**src/rtl/pll_reset_sequencer_pkg.sv**
```systemverilog
`default_nettype none
//------------------------------------------------------------------------------
// Module   : pll_reset_pkg
// Purpose  : Shared types and constants for the PLL reset sequencer.
//            Holds the sequencer state encoding, the lock-loss counter width
//            and a small helper used to size the shared counter.
// Revision : 1.0 - initial release
//------------------------------------------------------------------------------
package pll_reset_pkg;

   typedef enum logic [1:0] {
      WAIT_LOCK   = 2'd0,
      STABILIZE   = 2'd1,
      RELEASE_SYS = 2'd2,
      RUN         = 2'd3
   } state_t;

   localparam int LOCK_LOSS_COUNT_WIDTH = 8;

   function automatic int max2(input int a, input int b);
      return (a > b) ? a : b;
   endfunction

endpackage
`default_nettype wire

```
**src/rtl/pll_reset_sequencer_if.sv**
```systemverilog
`default_nettype none
//------------------------------------------------------------------------------
// Module   : pll_reset_sequencer_if
// Purpose  : Groups the PLL lock input and the sequenced reset outputs.
//            slave  : sequencer side (consumes pll_locked, drives resets)
//            master : PLL / environment side
// Signals  : pll_locked      - raw PLL lock, asynchronous to clk
//            sys_reset       - active-high reset for video/peripheral fabric
//            cpu_reset       - active-high reset for the CPU
//            ready           - high once both resets are released
//            lock_loss_count - saturating lock-loss count (LOCK_LOSS_COUNT_EN)
// Macro    : LOCK_LOSS_COUNT_EN adds lock_loss_count.
// Revision : 1.0 - initial release
//------------------------------------------------------------------------------
interface pll_reset_sequencer_if;
   import pll_reset_pkg::*;

   logic pll_locked;
   logic sys_reset;
   logic cpu_reset;
   logic ready;
`ifdef LOCK_LOSS_COUNT_EN
   logic [LOCK_LOSS_COUNT_WIDTH-1:0] lock_loss_count;
`endif

`ifdef LOCK_LOSS_COUNT_EN
   modport slave  (input  pll_locked, output sys_reset, output cpu_reset,
                   output ready, output lock_loss_count);
   modport master (output pll_locked, input  sys_reset, input  cpu_reset,
                   input  ready, input  lock_loss_count);
`else
   modport slave  (input  pll_locked, output sys_reset, output cpu_reset,
                   output ready);
   modport master (output pll_locked, input  sys_reset, input  cpu_reset,
                   input  ready);
`endif

endinterface
`default_nettype wire

```
**src/rtl/pll_reset_sequencer_lock_synchronizer.sv**
```systemverilog
`default_nettype none
//------------------------------------------------------------------------------
// Module   : lock_synchronizer
// Purpose  : SYNC_STAGES-deep flop chain bringing an asynchronous level
//            signal into the clk domain, with a synchronous clear.
// Ports    : clk   - destination clock
//            clr_i - synchronous active-high clear of every stage
//            d_i   - asynchronous level input
//            q_o   - synchronised output (last stage)
// Revision : 1.0 - initial release
//------------------------------------------------------------------------------
module lock_synchronizer #(
   parameter int SYNC_STAGES = 2
) (
   input  logic clk,
   input  logic clr_i,
   input  logic d_i,
   output logic q_o
);

   logic [SYNC_STAGES-1:0] sync_q;

   always_ff @(posedge clk) begin
      if (clr_i) begin
         sync_q <= '0;
      end else begin
         sync_q <= {sync_q[SYNC_STAGES-2:0], d_i};
      end
   end

   assign q_o = sync_q[SYNC_STAGES-1];

endmodule
`default_nettype wire

```
**src/rtl/pll_reset_sequencer.sv**
```systemverilog
`default_nettype none
//------------------------------------------------------------------------------
// Module   : pll_reset_sequencer
// Purpose  : Waits for the PLL lock to be stable for STABLE_CYCLES, then
//            releases sys_reset, and STAGGER_CYCLES later cpu_reset/ready.
//            Any loss of the synchronised lock reasserts all resets at once.
// Ports    : clk   - system clock
//            reset - synchronous active-high reset
//            bus   - pll_reset_sequencer_if.slave (pll_locked in; sys_reset,
//                    cpu_reset, ready, optional lock_loss_count out)
// Macro    : LOCK_LOSS_COUNT_EN enables the saturating lock-loss counter.
// Revision : 1.0 - initial release
//------------------------------------------------------------------------------
module pll_reset_sequencer
   import pll_reset_pkg::*;
#(
   parameter int SYNC_STAGES    = 2,
   parameter int STABLE_CYCLES  = 1024,
   parameter int STAGGER_CYCLES = 16
) (
   input  logic                  clk,
   input  logic                  reset,
   pll_reset_sequencer_if.slave  bus
);

   localparam int CNT_W = $clog2(max2(STABLE_CYCLES, STAGGER_CYCLES)) + 1;
   localparam logic [CNT_W-1:0] STABLE_LAST  = CNT_W'(STABLE_CYCLES - 1);
   localparam logic [CNT_W-1:0] STAGGER_LAST = CNT_W'(STAGGER_CYCLES - 1);

   logic             locked_s;
   state_t           state_q, state_d;
   logic [CNT_W-1:0] cnt_q, cnt_d;
   logic             sys_reset_q, sys_reset_d;
   logic             cpu_reset_q, cpu_reset_d;
   logic             ready_q, ready_d;
   logic             lock_loss;

   lock_synchronizer #(
      .SYNC_STAGES (SYNC_STAGES)
   ) u_lock_sync (
      .clk   (clk),
      .clr_i (reset),
      .d_i   (bus.pll_locked),
      .q_o   (locked_s)
   );

   always_ff @(posedge clk) begin
      if (reset) begin
         state_q     <= WAIT_LOCK;
         cnt_q       <= '0;
         sys_reset_q <= 1'b1;
         cpu_reset_q <= 1'b1;
         ready_q     <= 1'b0;
      end else begin
         state_q     <= state_d;
         cnt_q       <= cnt_d;
         sys_reset_q <= sys_reset_d;
         cpu_reset_q <= cpu_reset_d;
         ready_q     <= ready_d;
      end
   end

   always_comb begin
      state_d     = state_q;
      cnt_d       = cnt_q;
      sys_reset_d = sys_reset_q;
      cpu_reset_d = cpu_reset_q;
      ready_d     = ready_q;
      lock_loss   = 1'b0;

      case (state_q)
         WAIT_LOCK: begin
            cnt_d       = '0;
            sys_reset_d = 1'b1;
            cpu_reset_d = 1'b1;
            ready_d     = 1'b0;
            if (locked_s) begin
               state_d = STABILIZE;
            end
         end
         STABILIZE: begin
            if (!locked_s) begin
               lock_loss = 1'b1;
            end else if (cnt_q == STABLE_LAST) begin
               state_d     = RELEASE_SYS;
               cnt_d       = '0;
               sys_reset_d = 1'b0;
            end else begin
               cnt_d = cnt_q + 1'b1;
            end
         end
         RELEASE_SYS: begin
            if (!locked_s) begin
               lock_loss = 1'b1;
            end else if (cnt_q == STAGGER_LAST) begin
               state_d     = RUN;
               cnt_d       = '0;
               cpu_reset_d = 1'b0;
               ready_d     = 1'b1;
            end else begin
               cnt_d = cnt_q + 1'b1;
            end
         end
         RUN: begin
            if (!locked_s) begin
               lock_loss = 1'b1;
            end
         end
         default: begin
            state_d = WAIT_LOCK;
         end
      endcase

      // Lock loss overrides any completion decided above in the same cycle.
      if (lock_loss) begin
         state_d     = WAIT_LOCK;
         cnt_d       = '0;
         sys_reset_d = 1'b1;
         cpu_reset_d = 1'b1;
         ready_d     = 1'b0;
      end
   end

   assign bus.sys_reset = sys_reset_q;
   assign bus.cpu_reset = cpu_reset_q;
   assign bus.ready     = ready_q;

`ifdef LOCK_LOSS_COUNT_EN
   logic [LOCK_LOSS_COUNT_WIDTH-1:0] llc_q, llc_d;

   always_comb begin
      llc_d = llc_q;
      if (lock_loss && (llc_q != {LOCK_LOSS_COUNT_WIDTH{1'b1}})) begin
         llc_d = llc_q + 1'b1;
      end
   end

   always_ff @(posedge clk) begin
      if (reset) begin
         llc_q <= '0;
      end else begin
         llc_q <= llc_d;
      end
   end

   assign bus.lock_loss_count = llc_q;
`endif

endmodule
`default_nettype wire

```
**src/flat_wrapper.sv**
```systemverilog
// flat-port wrapper written by rule: the top's interface ports become plain ports
module pll_reset_sequencer_flat import pll_reset_pkg::*;
#(
   parameter int SYNC_STAGES    = 2,
   parameter int STABLE_CYCLES  = 1024,
   parameter int STAGGER_CYCLES = 16
)
  (clk, reset, bus_pll_locked, bus_sys_reset, bus_cpu_reset, bus_ready);
  pll_reset_sequencer_if bus_i ();
  input  logic clk;
  input  logic reset;
  input wire logic [$bits(bus_i.pll_locked)-1:0] bus_pll_locked;
  output wire logic [$bits(bus_i.sys_reset)-1:0] bus_sys_reset;
  output wire logic [$bits(bus_i.cpu_reset)-1:0] bus_cpu_reset;
  output wire logic [$bits(bus_i.ready)-1:0] bus_ready;
  assign bus_i.pll_locked = bus_pll_locked;
  assign bus_sys_reset = bus_i.sys_reset;
  assign bus_cpu_reset = bus_i.cpu_reset;
  assign bus_ready = bus_i.ready;
  pll_reset_sequencer #(.SYNC_STAGES(SYNC_STAGES), .STABLE_CYCLES(STABLE_CYCLES), .STAGGER_CYCLES(STAGGER_CYCLES)) u_core (.clk(clk), .reset(reset), .bus(bus_i));
endmodule
```
**config.mk**
```make
export PLATFORM = sky130hd
export DESIGN_NAME = pll_reset_sequencer_flat
export DESIGN_NICKNAME = d
export VERILOG_FILES = /design/src/rtl/pll_reset_sequencer_pkg.sv /design/src/rtl/pll_reset_sequencer_if.sv /design/src/rtl/pll_reset_sequencer_lock_synchronizer.sv /design/src/rtl/pll_reset_sequencer.sv /design/src/flat_wrapper.sv
export SDC_FILE = /design/constraint.sdc
export NUM_CORES = 1
export LEC_CHECK = 0
export BUFFER_PORTS_ARGS = -buffer_cell sky130_fd_sc_hd__buf_4
export CORE_UTILIZATION = 25
export CTS_BUF_LIST = sky130_fd_sc_hd__clkbuf_8 sky130_fd_sc_hd__clkbuf_16
export DETAILED_ROUTE_END_ITERATION = 10
export PLACE_DENSITY = 0.37
export SKIP_CTS_REPAIR_TIMING = 1
export SYNTH_ARGS = -nofsm -noshare
export SYNTH_HDL_FRONTEND = slang
export SYNTH_SLANG_ARGS = --single-unit
```
**constraint.sdc**
```tcl
create_clock -name clk -period 2.9 [get_ports clk]
set_clock_uncertainty 0.1 [all_clocks]
set_input_delay 0.435 -clock clk [delete_from_list [all_inputs] [get_ports clk]]
set_output_delay 0.435 -clock clk [all_outputs]
set_load 0.02 [all_outputs]
```
After elaboration in Yosys (flattened, before gate mapping)
Index checks and enable logic that the tools add are counted.

Bits in registers: 18. Input port bits: 3. Output and inout bits: 3. Word-level logic and storage cells: 49.

Add/subtract/negate cells: 1. Equal/unequal tests: 10. Muxes and demuxes: 22. Reductions and logical operators: 10.

Operator list (number): $mux W11 (4); $pmux W11 S3 (1); $add A11 B1 Y11 const B (1); $eq A11 B10 Y1 const B (1); $eq A11 B4 Y1 const B (1); $mux W2 (5); $reduce_and A3 Y1 (3); $mux W1 (8); $ne A2 B2 Y1 const B (3); $pmux W1 S2 (3); $pmux W2 S3 (1); $reduce_and A6 Y1 (1); $eq A2 B2 Y1 const B (2); $ne A2 B1 Y1 const B (2); $reduce_bool A2 Y1 (2); $reduce_bool A3 Y1 (1); $reduce_or A3 Y1 (1); $eq A2 B1 Y1 const B (1); $logic_not A2 Y1 (1); $reduce_or A2 Y1 (1).

Longest topological paths before layout
Depth in word-level cells: 4. Depth in mapped cells: 7. Mapped depth without buffers: 6.

Modules after synthesis
From an unflattened synthesis, not the netlist that was laid out.

Cell total of the unflattened synthesis: 111. Area total of the unflattened synthesis: 1028.5 sq um.

By module, submodules not included: pll_reset_sequencer (times used 1, cells each 107, area an instance 975.9 sq um); lock_synchronizer (times used 1, cells each 4, area an instance 52.6 sq um).

Worst setup path after synthesis
No wires, ideal clock.

Kind: reg2reg. From: register u_core.cnt_q[0]. To: register u_core.cnt_q[8]. Library setup time: 0.120 ns. Arrival time: 1.764 ns. Slack: 0.917 ns. Stages on the path, launching flop included: 7. Cells stage by stage: dfxtp_1 > ha_1 > nand4_1 > o31a_1 > buf_2 > o2111a_1 > o31a_1.

Cells in the longest elaborated chain, start to end: 4.

Ends and longest elaborated chain: start, declared (RTL line pll_reset_sequencer.sv:32) `logic [CNT_W-1:0] cnt_q, cnt_d;`; start signal, assigned (RTL line pll_reset_sequencer.sv:56) `cnt_q <= cnt_d;`; $add A11 B1 Y11 (tied with other cells) (RTL line pll_reset_sequencer.sv:89, pll_reset_sequencer.sv:101); $mux W11, on equally long branches (RTL line pll_reset_sequencer.sv:95, pll_reset_sequencer.sv:84); $mux W11, on equally long branches (RTL line pll_reset_sequencer.sv:93, pll_reset_sequencer.sv:82); $pmux W11 S3 * (RTL line pll_reset_sequencer.sv:71) `case (state_q)`.

Mark *: on every way between the ends. The rest lies on a longest branch, timed or not. The select of a mux whose other input is x is not followed. A chain may end at the register's enable or synchronous reset.

Worst setup path in the final report
From: register u_core.cnt_q[0]. To: register u_core.state_q[0].

Cells in the longest elaborated chain, start to end: 3.

Ends and longest elaborated chain: $eq A11 B10 Y1 / $eq A11 B4 Y1 (equally long branches) (RTL line pll_reset_sequencer.sv:84, pll_reset_sequencer.sv:95); $ne A2 B1 Y1 (no line); $reduce_and A6 Y1 (no line) *; end signal, assigned (RTL line pll_reset_sequencer.sv:55) `state_q <= state_d;`; end, declared (RTL line pll_reset_sequencer.sv:31) `state_t state_q, state_d;`.

Mark *: on every way between the ends. The rest lies on a longest branch, timed or not.

==> flow_summary.ini <==
[worst_setup_path]
start_kind = flip-flop
required_ps = 2950
worst-path-buf-inv = 0
arrival_ps = 2350
crit_type = flip-flop to flip-flop
reg2reg_from = u_core.cnt_q[0]
crit_chain = ha_1 -> nand4_1 -> o31a_1 -> nor3_2 -> mux2_1
max_stage_delay_ps = 520
critPathTopFamily = simple AND/OR/NAND/NOR gates
slowest_stage = o31a_1
worstPathMaxFanout = 12
r2r_cells = 5
reg2reg_setup_slack_ps = 600
end_kind = flip-flop
reg2reg_to = u_core.state_q[0]

[sta]
timing.final.crit_period_ps = 2300
report.final.hold_viol_count = 0
fin_ws_ps = 600
rsz0062_at_grt = no
post-route-period-util = 0.793
fmax_mhz = 435
finalSetupTns_ps = 0
worst_slew_pin_slew_ps = 614
slew_headroom = 0.591
finalSetupViolCount = 0
finalMaxSlewViolations = 0

[pwr]
pwr-share-comb = 0.271
finalPower_mw = 0.644
sw_frac_of_total = 0.332
vdd_ir_drop_max_uv = 228
p_leak_nw = 0.394
clkPwrFrac = 0.322
p_seq_frac = 0.407
p_int_mw = 0.430
powerDensity_nw_per_um2 = 532
switchingPower_mw = 0.214

[drt]
ant_nets = 0
vias = 994
viasPerCell = 5.46
drt_iter0_drc = 32
drt_wl_total_um = 2610
firstDrtPassIters = 4
drc_errors = 0
wl_per_cell_um = 14.3

[global_route]
track_usage = 0.135
grt_first_pass_wirelength_um = 4560
grt_max_degree = 16
antenna_found_initial = 0
grt_pass1_vias = 940
overflow = 0

[layout]
syn_to_final_growth_pct = 12.8
num_antenna_cells = 0
fillCellCount = 432
fin_cells = 182
drive_above_1_share = 0.114
fin_nets = 142

[floorplanning]
start_util = 0.264
die_x_um = 67.5
design.core.area_um2 = 4060
num_rows = 23
die_area_um2 = 4550
io_pins = 6
dieHeight_um = 67.5

[clock_network]
insertion_delay_ps = 250
cts_root_buffer = clkbuf_8
cts_sinks = 18
clock_path_buffers = 2
clkTransAtPathRegs_ps = 70
cts_tree = yes
cts_max_level = 1
cts_made_buffers = 3

[worst_hold_path]
holdPathEnd = u_core.bus.ready
whs_path_depth = 2
min_from = reset
hp-class = primary input to flip-flop

[logic_synthesis]
ys_seq_area_frac = 0.336
ys.flop_type = dfxtp_1
avgSynthCellArea_um2 = 8.44
ys_types = 40
synth.top_cells.by_count = 18 x dfxtp_1, 14 x nand2_1, 8 x nand3_1
synth_top_area_share = 0.336
synth-seq-cells = 18
synthTopCellsByArea = dfxtp_1 34%, ha_1 7.0%, nand2_1 4.9%
synth_edf_count = 0
synthArstFlopShare = 0
syn_inst = 127
netlist_area_um2 = 1070
synth.most_common_cell = dfxtp_1
synth_area_leader_cell = dfxtp_1
synth_fp_nets = 136
yosysWarnings = 0

[run_status]
status = finished, final reports clean

[place]
place_ws_ps = 631
place.gp.congestion = 0.794
dpl.cell_count = 178
hpwl_um = 1960
portBuffers = 5

[flow_run]
cap_violations = 0
-- per-stage QoR --
stage / util / hold WS (ps) / cell area (µm²)
floorplan: - / 314 / 1070
global placement: 0.285 / 325 / 1150
detailed placement: 0.285 / 328 / 1150
CTS: 0.298 / 286 / 1210
global route: 0.298 / 288 / 1210
finish: 0.298 / 287 / 1210
-- registers in the layout (all words and copies together), names as in the netlist --
signal                     cells
u_core.cnt_q                  11
u_core.state_q                 2
u_core.u_lock_sync.sync_q      2
u_core.bus.cpu_reset           1
u_core.bus.ready               1
u_core.bus.sys_reset           1
-- worst max path at each step --
stage	slack, ps	cells after the start	end	from
2_1_floorplan	920	6	u_core.cnt_q[8]	u_core.cnt_q[0]
3_3_place_gp	670	5	u_core.state_q[0]	u_core.cnt_q[0]
3_5_place_dp	630	5	u_core.state_q[0]	u_core.cnt_q[0]
4_1_cts	610	5	u_core.state_q[0]	u_core.cnt_q[0]
5_1_grt	450	5	u_core.state_q[0]	u_core.cnt_q[0]
6_report	600	5	u_core.state_q[0]	u_core.cnt_q[0]
-- cell families after synthesis --
| family | synth area share |
|---|---|
| compound gates | 0.277 |
| fa+ha+maj | 0.0700 |
| buf+inv | 0.0338 |
| flops | 0.336 |
| mux | 0.0198 |
| simple gates | 0.264 |
-- layout by cell type, fill, tap and decap left out, drive strengths merged, types with 2 or more instances in the layout --
cell type | Yosys | routed
nand3 | 8 | 8
buf | 3 | 5
nor2 | 6 | 6
or2 | 4 | 4
o21ba | 2 | 2
nand4 | 3 | 3
dfxtp | 18 | 18
nor2b | 4 | 4
nor3 | 4 | 4
or3 | 2 | 2
nand2b | 3 | 3
a21oi | 7 | 7
inv | 5 | 5
nor4 | 2 | 2
o221ai | 3 | 3
o311ai | 2 | 2
o21ai | 3 | 3
ha | 6 | 6
o21bai | 2 | 2
nand2 | 14 | 14
o31a | 6 | 6
clkbuf | 1 | 4
o2111ai | 4 | 4
o211ai | 5 | 5
-- cell type report --
cell class | instances | area [µm²] | area share
clock buffer | 4 | 55.1 | 0.0455
timing repair buffer | 5 | 37.5 | 0.0310
inverter | 5 | 18.8 | 0.0155
multi-input combinational | 100 | 676 | 0.558
tap | 50 | 62.6 | 0.0517
sequential | 18 | 360 | 0.298
-- power groups by stage --
stage               combinational [mW]  clock, mW  sequential (mW)
global placement                 0.175          0            0.268
finish                           0.174      0.207            0.262
global route                     0.195      0.228            0.264
CTS                              0.175      0.216            0.262
floorplan                        0.139          0            0.266
detailed placement               0.175          0            0.268
-- layer usage --
layer	wire, µm	global-route usage	up-vias
met5	0	0	-
met4	18	0.0479	0
met3	58	0.0253	2
met2	1250	0.225	13
met1	1280	0.172	482
li1	-	-	497
Note: power is estimated with default switching activity, not from simulation.
